**src/rtl/mem_arbiter.sv**
```systemverilog
// mem_arbiter: arbitrates I-cache and D-cache line requests onto one physical-memory port.
// Optional ARB_RR_EN: round-robin tie-break instead of fixed D priority.
module mem_arbiter #(
    parameter int ADDR_W = 16,
    parameter int LINE_W = 128
) (
    input  logic              clk,
    input  logic              reset_n,
    input  logic              i_read,
    input  logic              i_write,
    input  logic [ADDR_W-1:0] i_address,
    input  logic [LINE_W-1:0] i_wdata,
    output logic [LINE_W-1:0] i_rdata,
    output logic              i_resp,
    input  logic              d_read,
    input  logic              d_write,
    input  logic [ADDR_W-1:0] d_address,
    input  logic [LINE_W-1:0] d_wdata,
    output logic [LINE_W-1:0] d_rdata,
    output logic              d_resp,
    output logic              pmem_read,
    output logic              pmem_write,
    output logic [ADDR_W-1:0] pmem_address,
    output logic [LINE_W-1:0] pmem_wdata,
    input  logic [LINE_W-1:0] pmem_rdata,
    input  logic              pmem_resp
);
    typedef enum logic [1:0] {IDLE, SERVE_I, SERVE_D} state_t;
    state_t state, state_nx;
    logic i_req, d_req, gnt_i, gnt_d;
    assign i_req = i_read | i_write;
    assign d_req = d_read | d_write;
`ifdef ARB_RR_EN
    // last_d = 1 when D won the most recent grant; on a tie the other side wins
    logic last_d;
    always_ff @(posedge clk or negedge reset_n)
        if (!reset_n) last_d <= 1'b0;
        else if (state == IDLE && (gnt_i | gnt_d)) last_d <= gnt_d;
    assign gnt_d = d_req & (~i_req | ~last_d);
`else
    assign gnt_d = d_req;
`endif
    assign gnt_i = i_req & ~gnt_d;
    always_comb begin
        state_nx = state;
        if (state == IDLE) state_nx = gnt_d ? SERVE_D : (gnt_i ? SERVE_I : IDLE);
        else if (pmem_resp) state_nx = IDLE;
    end
    // Command is latched at grant so a requester dropping its strobes cannot abort it
    always_ff @(posedge clk or negedge reset_n) begin
        if (!reset_n) begin
            state        <= IDLE;
            pmem_read    <= 1'b0;
            pmem_write   <= 1'b0;
            pmem_address <= '0;
            pmem_wdata   <= '0;
        end else begin
            state <= state_nx;
            if (state == IDLE) begin
                pmem_write   <= gnt_d ? d_write : (gnt_i & i_write);
                pmem_read    <= gnt_d ? (d_read & ~d_write) : (gnt_i & i_read & ~i_write);
                pmem_address <= gnt_d ? d_address : (gnt_i ? i_address : '0);
                pmem_wdata   <= gnt_d ? d_wdata : (gnt_i ? i_wdata : '0);
            end else if (pmem_resp) begin
                pmem_read    <= 1'b0;
                pmem_write   <= 1'b0;
                pmem_address <= '0;
                pmem_wdata   <= '0;
            end
        end
    end
    assign i_resp  = pmem_resp && (state == SERVE_I);
    assign d_resp  = pmem_resp && (state == SERVE_D);
    assign i_rdata = pmem_rdata;
    assign d_rdata = pmem_rdata;
endmodule

```
**config.mk**
```make
export PLATFORM = sky130hd
export DESIGN_NAME = mem_arbiter
export DESIGN_NICKNAME = d
export VERILOG_FILES = /design/src/rtl/mem_arbiter.sv
export SDC_FILE = /design/constraint.sdc
export NUM_CORES = 1
export LEC_CHECK = 0
export BUFFER_PORTS_ARGS = -buffer_cell sky130_fd_sc_hd__buf_4
export CORE_AREA = 3 3 319 321
export DETAILED_ROUTE_END_ITERATION = 10
export DIE_AREA = 0 0 322 324
export PLACE_DENSITY = 0.3
export SKIP_CTS_REPAIR_TIMING = 1
export SYNTH_ARGS = -nofsm -noshare
export SYNTH_HDL_FRONTEND = slang
export SYNTH_SLANG_ARGS = --single-unit
```
**constraint.sdc**
```tcl
create_clock -name clk -period 1.5 [get_ports clk]
set_input_delay 0.075 -clock clk [delete_from_list [all_inputs] [get_ports clk]]
set_output_delay 0.075 -clock clk [all_outputs]
set_load 0.01 [all_outputs]
```
==> summary by stage, run 1 <==
Placement
The HPWL after detailed placement is between 20 and 30 mm. Port buffering added around 440 buffers. At the end of routability-driven placement, the weighted congestion stood at about 0.70.

Floorplanning
The die area is approximately 100000 sq um. The die is ~320 um wide. The number of placement rows is about 120. The standard cell core area is approximately 100000 sq um.

The vertical die dimension is about 320 um. The initial standard-cell utilization of the core is under 10%. just over 800 I/O pins were placed.

Routing
The count of vias placed by the detailed router is 7562. The sum of routed wire length over all layers is 39.0 mm. The routed wire length per instance is 15.2 um. The final routed DRC violation total is 0. The via-per-instance ratio is approximately 3. The starting DRC count in detailed routing is between 200 and 300. The count of nets left with antenna violations once routing finished came out at 0.

The number of detailed-route iterations in the first pass is 4.

Power
The power per standard cell area is around 1400 nW/um^2. The leakage power summed over all cells is 0.00685 uW. The worst-case IR drop observed on VDD is approximately 0.00085 V.

Yosys
The most frequent cell after synthesis is sky130_fd_sc_hd__buf_4. The post-synthesis average cell area is 11.0 sq um. Summing every instance area after synthesis gives approximately 8400 sq um.

In the post-synthesis netlist, the biggest area contributors are sky130_fd_sc_hd__dfrtp_1 44%, sky130_fd_sc_hd__buf_4 23%, sky130_fd_sc_hd__a221o_1 17%. The number of warning messages in the yosys log is 0. After synthesis, flip-flops and latches occupy between 40% and 50% of the total area. For this run, asynchronously set or reset flops after synthesis account for between 90% and 100%. In the synthesized netlist the dominant register cell turns out to be sky130_fd_sc_hd__dfrtp_1.

Of the post-synthesis cell area, the dominant cell type holds ~44%. Counting distinct cell types in the post-synthesis netlist gives 23. The synthesized instance count is ~760. Counting instances in the post-synthesis netlist gives the leading cell types as 256 x sky130_fd_sc_hd__buf_4, 148 x sky130_fd_sc_hd__dfrtp_1, 144 x sky130_fd_sc_hd__a221o_1. The synthesized design contains between 100 and 150 register bits. The post-synthesis net count is 1184. The number of flops mapped to enable cells by yosys is 0.

The library cell with the largest summed area after synthesis is sky130_fd_sc_hd__dfrtp_1.

Finish
The multi-input combinational cells in the finished layout cover a total of approximately 2500 sq um. The layout-stage area growth over the synthesis result is 82.6%. The filler cell count is 11.2k. Of the cells placed in the final design, the portion with a size suffix greater than 1 is 42.3%. Summing all flip-flop and latch instances after layout gives roughly 3700 sq um. At the end of the flow, the number of nets in the layout was roughly 1.7k.

Timing
Dividing the final minimum period by the clock period gives 102%. The number of hold violations in the final report is 0. Across all hold checks on the routed design, the worst slack comes to roughly 0.11 ns. Counting I/O delays and the setup requirement, the final critical path takes 1.54 ns. Setup violations remaining at the end of the flow were counted as 64. The summed negative setup slack over all endpoints is -0.850 ns. For the final database, setup skew stands at 0.0153 ns. The slew at the pin with the worst max-slew slack is around 0.53 ns. The final count of pins violating max slew is 0. After layout, the worst setup slack is -0.0356 ns. The maximum clock frequency is approximately 0.65 GHz.

Setup repair after global routing could not meet its margin everywhere. The worst pin sits at a relative slew slack of 64.8%.

Setup path
Of all nets on the critical path, the largest fanout is 63. The required time of the critical path is 1.87 ns. Walking the worst path, the cells encountered are o21ba_4 > buf_12 > and2_1 > a221o_1. The endpoint identified for the worst register-to-register timing path is pmem_wdata[44]. Tracing the worst setup path back leads to its startpoint at state[1]. The critical path launch point type is a register. The capturing element type of the critical path is a register.

The library cell contributing the largest single delay on the critical path is sky130_fd_sc_hd__dfrtp_1. The number of cells on the worst reg-to-reg path is 4. The startpoint of the worst-slack reg-to-reg timing path is state[1].

The timing endpoint of the critical path is pmem_wdata[44]. The peak per-stage delay on the critical path is about 0.4 ns. The path type of the worst setup path is register to register. STA puts the critical path data arrival time at between 1.5 and 2 ns.

The minimum setup slack among reg-to-reg paths is -0.04 ns.

GRT
The global-route wire length before repair is approximately 49 mm. The initial antenna violation count was 2. The total routing usage reported by global routing is under 10%. Entering global routing, the biggest net connects 68 pins.

For this run the aggregate overflow at the end of global routing stands at 0. The via count of the first global-routing pass was between 7k and 8k.

Clocking
The later pin in the worst-skew pair is clocked with a latency of 0.49 ns. The root buffer cell chosen for the clock tree is sky130_fd_sc_hd__clkbuf_16. The clock transition at the register clock pins on the worst setup and hold paths after CTS is about 0.070 ns. The clock tree from TritonCTS is done. In this run, CTS created clock tree buffers numbering 17. No sink is reached through more buffers than the 2 on the longest clock path. The H-tree generated during clock tree synthesis spans 4 levels. CTS saw ~150 sinks.

Worst hold path
The worst hold path belongs to the class input pin to asynchronous set/reset pin.

Status
The final reports fail on negative setup slack. The run finished, with violations left.

Job
Max-cap violations in this run came to 0.
-- cells by family (layout without fill, tap and decap cells) --
logic type             count (synthesis)  count (layout)  synth area share, %
AND/OR/NAND/NOR                      152             152                 11.2
flip-flops                           148             148                 44.2
other                                  0               1                    0
AO/OA/AOI/OAI                        153             153                 18.0
buffers and inverters                308             820                 26.7
-- where the power goes --
part           switching [uW]  total (uW)  internal [uW]  leakage [uW]
logic                    4380        9600           5220       0.00467
clock network            2070        4560           2490      0.000277
registers                 993        6610           5620       0.00190
-- metal layers --
layer / vias up / routed length (um) / global-route usage (%)
met1: 3540 / 16400 / 7.26
met2: 445 / 17300 / 9.92
met4: 0 / 1930 / 4.23
li1: 3450 / - / -
met5: - / 0 / 0
met3: 127 / 3330 / 3.67
-- through the flow --
stage	setup slack (ns)	area, sq um	instances	util, %	power [uW]
4_1_cts	-0.0898	12200	2273	12.3	20200
3_3_place_gp	-0.0645	11600	2241	11.7	15300
5_1_grt	-0.0726	15300	2572	15.4	22200
6_report	-0.0356	15300	2572	15.4	20800
3_5_place_dp	-0.0660	11600	2241	11.7	15300
2_1_floorplan	-0.0349	8390	761	-	10800
-- cell type report --
cell class,instances,share of cell area (%)
Sequential cell,148,24.2
Multi-Input combinational cell,305,16.4
Inverter,2,0.0490
Tap cell,1298,10.6
Clock inverter,12,0.841
Clock buffer,20,2.92
Timing Repair Buffer,786,45.0
Antenna cell,1,0.0163
-- worst min-delay path by stage --
stage	startpoint	to	slack, ns	depth (start not counted)
after floorplan	reset_n	pmem_address[0]	-0.22	0
after global placement	reset_n	pmem_wdata[69]	0.08	1
after detailed placement	reset_n	pmem_wdata[69]	0.08	1
after CTS	reset_n	pmem_wdata[69]	-0.50	1
after global routing	reset_n	pmem_wdata[97]	0.11	2
final	reset_n	pmem_wdata[96]	0.11	2
-- registers in the layout, indices dropped and copies added (netlist names) --
signal        flops
pmem_address     16
pmem_write        1
pmem_read         1
state             2
pmem_wdata      128
-- layout by cell type (no fill, tap or decap), drive strengths merged, types with 2 or more instances in the layout --
cell and n:
buf 489, dlygate4sd3 295, dfrtp 148, a221o 144, and2 144, clkbuf 22, clkinv 5, inv 4
nor2 3, clkinvlp 3, nand2 2, a21o 2, o21ai 2, bufinv 2
-- worst max-delay path: cells and delay by family, from the launching register on --
family / cells / cell delay [ns]
buffers and inverters: 1 / 0.17
AND/OR/NAND/NOR: 1 / 0.24
flip-flops: 1 / 0.40
AO/OA/AOI/OAI: 2 / 0.51
Power figures use the tool's default switching activity.
==> inputs of run 2 (changes only) <==
--- a/config.mk
+++ b/config.mk
@@ -9,6 +9,7 @@
 export CORE_AREA = 3 3 319 321
 export DETAILED_ROUTE_END_ITERATION = 10
 export DIE_AREA = 0 0 322 324
+export HOLD_SLACK_MARGIN = 0.12
 export PLACE_DENSITY = 0.3
 export SKIP_CTS_REPAIR_TIMING = 1
 export SYNTH_ARGS = -nofsm -noshare
==> summary by stage, run 2 (same netlist as run 1, synthesis figures left out) <==
Clocking
The clock tree from TritonCTS is done. The later pin in the worst-skew pair is clocked with a latency of a little under 0.5 ns. The largest buffer count on any clock path is 2. The number of buffers inserted during clock tree synthesis is 17. The clock drives 148 sinks. The library cell used as clock root buffer is sky130_fd_sc_hd__clkbuf_16. The depth of the CTS H-tree is 4. The clock transition at the register clock pins on the worst setup and hold paths after CTS is approximately 0.070 ns.

GRT
The initial antenna violation count is 2. The overflow left after global routing is 0. Entering global routing, the biggest net connects 68 pins. The via count of the first global-routing pass is between 7k and 8k. Global routing used around 6.6% of the available tracks across all layers. The global-route wire length before repair is between 40 and 50 mm.

Setup path
The data arrival time of the critical path is approximately 1.9 ns. Of all nets on the critical path, the largest fanout is between 60 and 70. The worst setup path is captured at a register. The path type of the worst setup path is register to register. In this design, the stage delay of the slowest critical-path cell is roughly 0.40 ns. The slowest stage of the critical path is the sky130_fd_sc_hd__dfrtp_1 cell. The critical path launch point type is a register. Data on the critical path is required at its endpoint by 1.87 ns. The critical path goes through o21ba_4 > buf_12 > and2_1 > a221o_1.

Status
The run finished, with violations left. The checks that failed: negative setup slack.

Timing
Counting I/O delays and the setup requirement, the final critical path takes 1.53 ns. The maximum clock frequency is roughly 0.65 GHz. Hold is met by ~0.15 ns.

Setup violations remaining at the end of the flow were counted as 63. The final count of pins violating max slew is 0. The number of hold violations in the final report is 0.

Once routing completed, OpenROAD measured the worst setup slack at -0.0348 ns. After routing, the total negative slack on setup checks comes to -0.812 ns. The worst slew margin relative to its limit is between 60% and 70%.

The clock skew is around 0.015 ns. Setup repair after global routing could not meet its margin everywhere. The share of the clock period used by the worst path after layout is 102%. For the pin with the worst max-slew slack, the measured transition is 0.530 ns.

Finish
The largest registers in the layout are pmem_wdata: 128 flops, pmem_address: 16 flops, state: 2 flops. Leaving out fill and tap cells, the most frequent cells in the layout are 468 x sky130_fd_sc_hd__buf_4, 296 x sky130_fd_sc_hd__dlygate4sd3_1, 148 x sky130_fd_sc_hd__dfrtp_1, 144 x sky130_fd_sc_hd__a221o_1, 70 x sky130_fd_sc_hd__and2_1. The most common library cell in the layout ignoring fill and taps is sky130_fd_sc_hd__buf_4. From synthesis to final layout, the design area changed by 82.8%. For this run, the share of the core covered by cells in the final layout is approximately 15%. pmem_wdata holds more flip-flops than any other register. The register with the most flip-flops in the layout has 128 of them. The final layout net count is ~1.7k. The share of final-layout standard cells stronger than drive strength 1 is a little over two fifths.

Routing
The routed design has approximately 39 mm of wire. The first TritonRoute pass finished after 4 iterations. The via-per-instance ratio is 2.94. The detailed router placed around 7.6k vias in this run. In the final routed layout, each cell accounts on average for 15.2 um.

The final routed DRC violation total is 0. The starting DRC count in detailed routing is 258. The post-detailed-route count of antenna-violating nets is 0.

Power
Dividing total power by cell area gives a power density of 1360 nW/um^2. The leakage power summed over all cells is 0.00685 uW. The worst-case IR drop observed on VDD is approximately 0.00085 V.

Floorplanning
The standard cell core area is approximately 100000 sq um. The width of the chip is between 300 and 400 um. around 830 I/O pins were placed.

For this configuration, the core starts out at a cell density of 8.42%. The vertical die dimension is approximately 320 um. The number of placement rows is ~120. The die covers between 100000 and 150000 sq um.

Placement
At the end of routability-driven placement, the weighted congestion stood at slightly above 0.7. During placement, the flow inserted port buffers numbering ~440. The HPWL after detailed placement is ~28 mm.

Job
The max capacitance violation total is 0.

Worst hold path
The min-delay analysis places its worst path in the category input pin to primary output.
-- run 2: where the power goes --
part	internal [uW]	switching (uW)
registers	5620	992
logic	5220	4390
clock network	2490	2070
-- run 2: stage by stage --
step | instances | setup slack, ns | total power (uW) | instance area, sq um
final | 2573 | -0.0348 | 20800 | 15300
after global routing | 2573 | -0.0726 | 22200 | 15300
after CTS | 2273 | -0.0898 | 20200 | 12200
after detailed placement | 2241 | -0.0660 | 15300 | 11600
after global placement | 2241 | -0.0645 | 15300 | 11600
after floorplan | 761 | -0.0349 | 10800 | 8390
-- run 2: worst paths after layout --
kind	start	to	slack, ns	cells past startpoint
worst max-delay path	state[1]	pmem_wdata[44]	-0.03	4
worst min-delay path	pmem_rdata[13]	d_rdata[13]	0.15	0
worst max register to register	state[1]	pmem_wdata[44]	-0.03	4
worst min register to register	pmem_read	pmem_read	0.53	2
max in group asynchronous	reset_n	pmem_address[3]	0.27	4
min in group asynchronous	reset_n	pmem_wdata[96]	0.66	3
-- run 2: layout make-up --
type / count / area (sq um)
diodes: 1 / 2.50
clock buffers: 20 / 447
clock inverters: 12 / 129
fillers: 11200 / 84200
inverters: 2 / 7.51
multi-input cells: 305 / 2510
flip-flops and latches: 148 / 3700
well taps: 1298 / 1620
repair buffers: 787 / 6900
-- run 2: metal layers --
layer | part of all wire, % | track usage, %
met1 | 42 | 7.26
met2 | 45 | 9.92
met3 | 8.5 | 3.67
met4 | 4.9 | 4.23
met5 | 0 | 0
-- run 2: worst max-delay path: cells and delay by family (launching register included) --
| family | cells | cell delay [ns] |
|---|---|---|
| buffers and inverters | 1 | 0.17 |
| AO/OA/AOI/OAI | 2 | 0.51 |
| AND/OR/NAND/NOR | 1 | 0.24 |
| flip-flops | 1 | 0.40 |
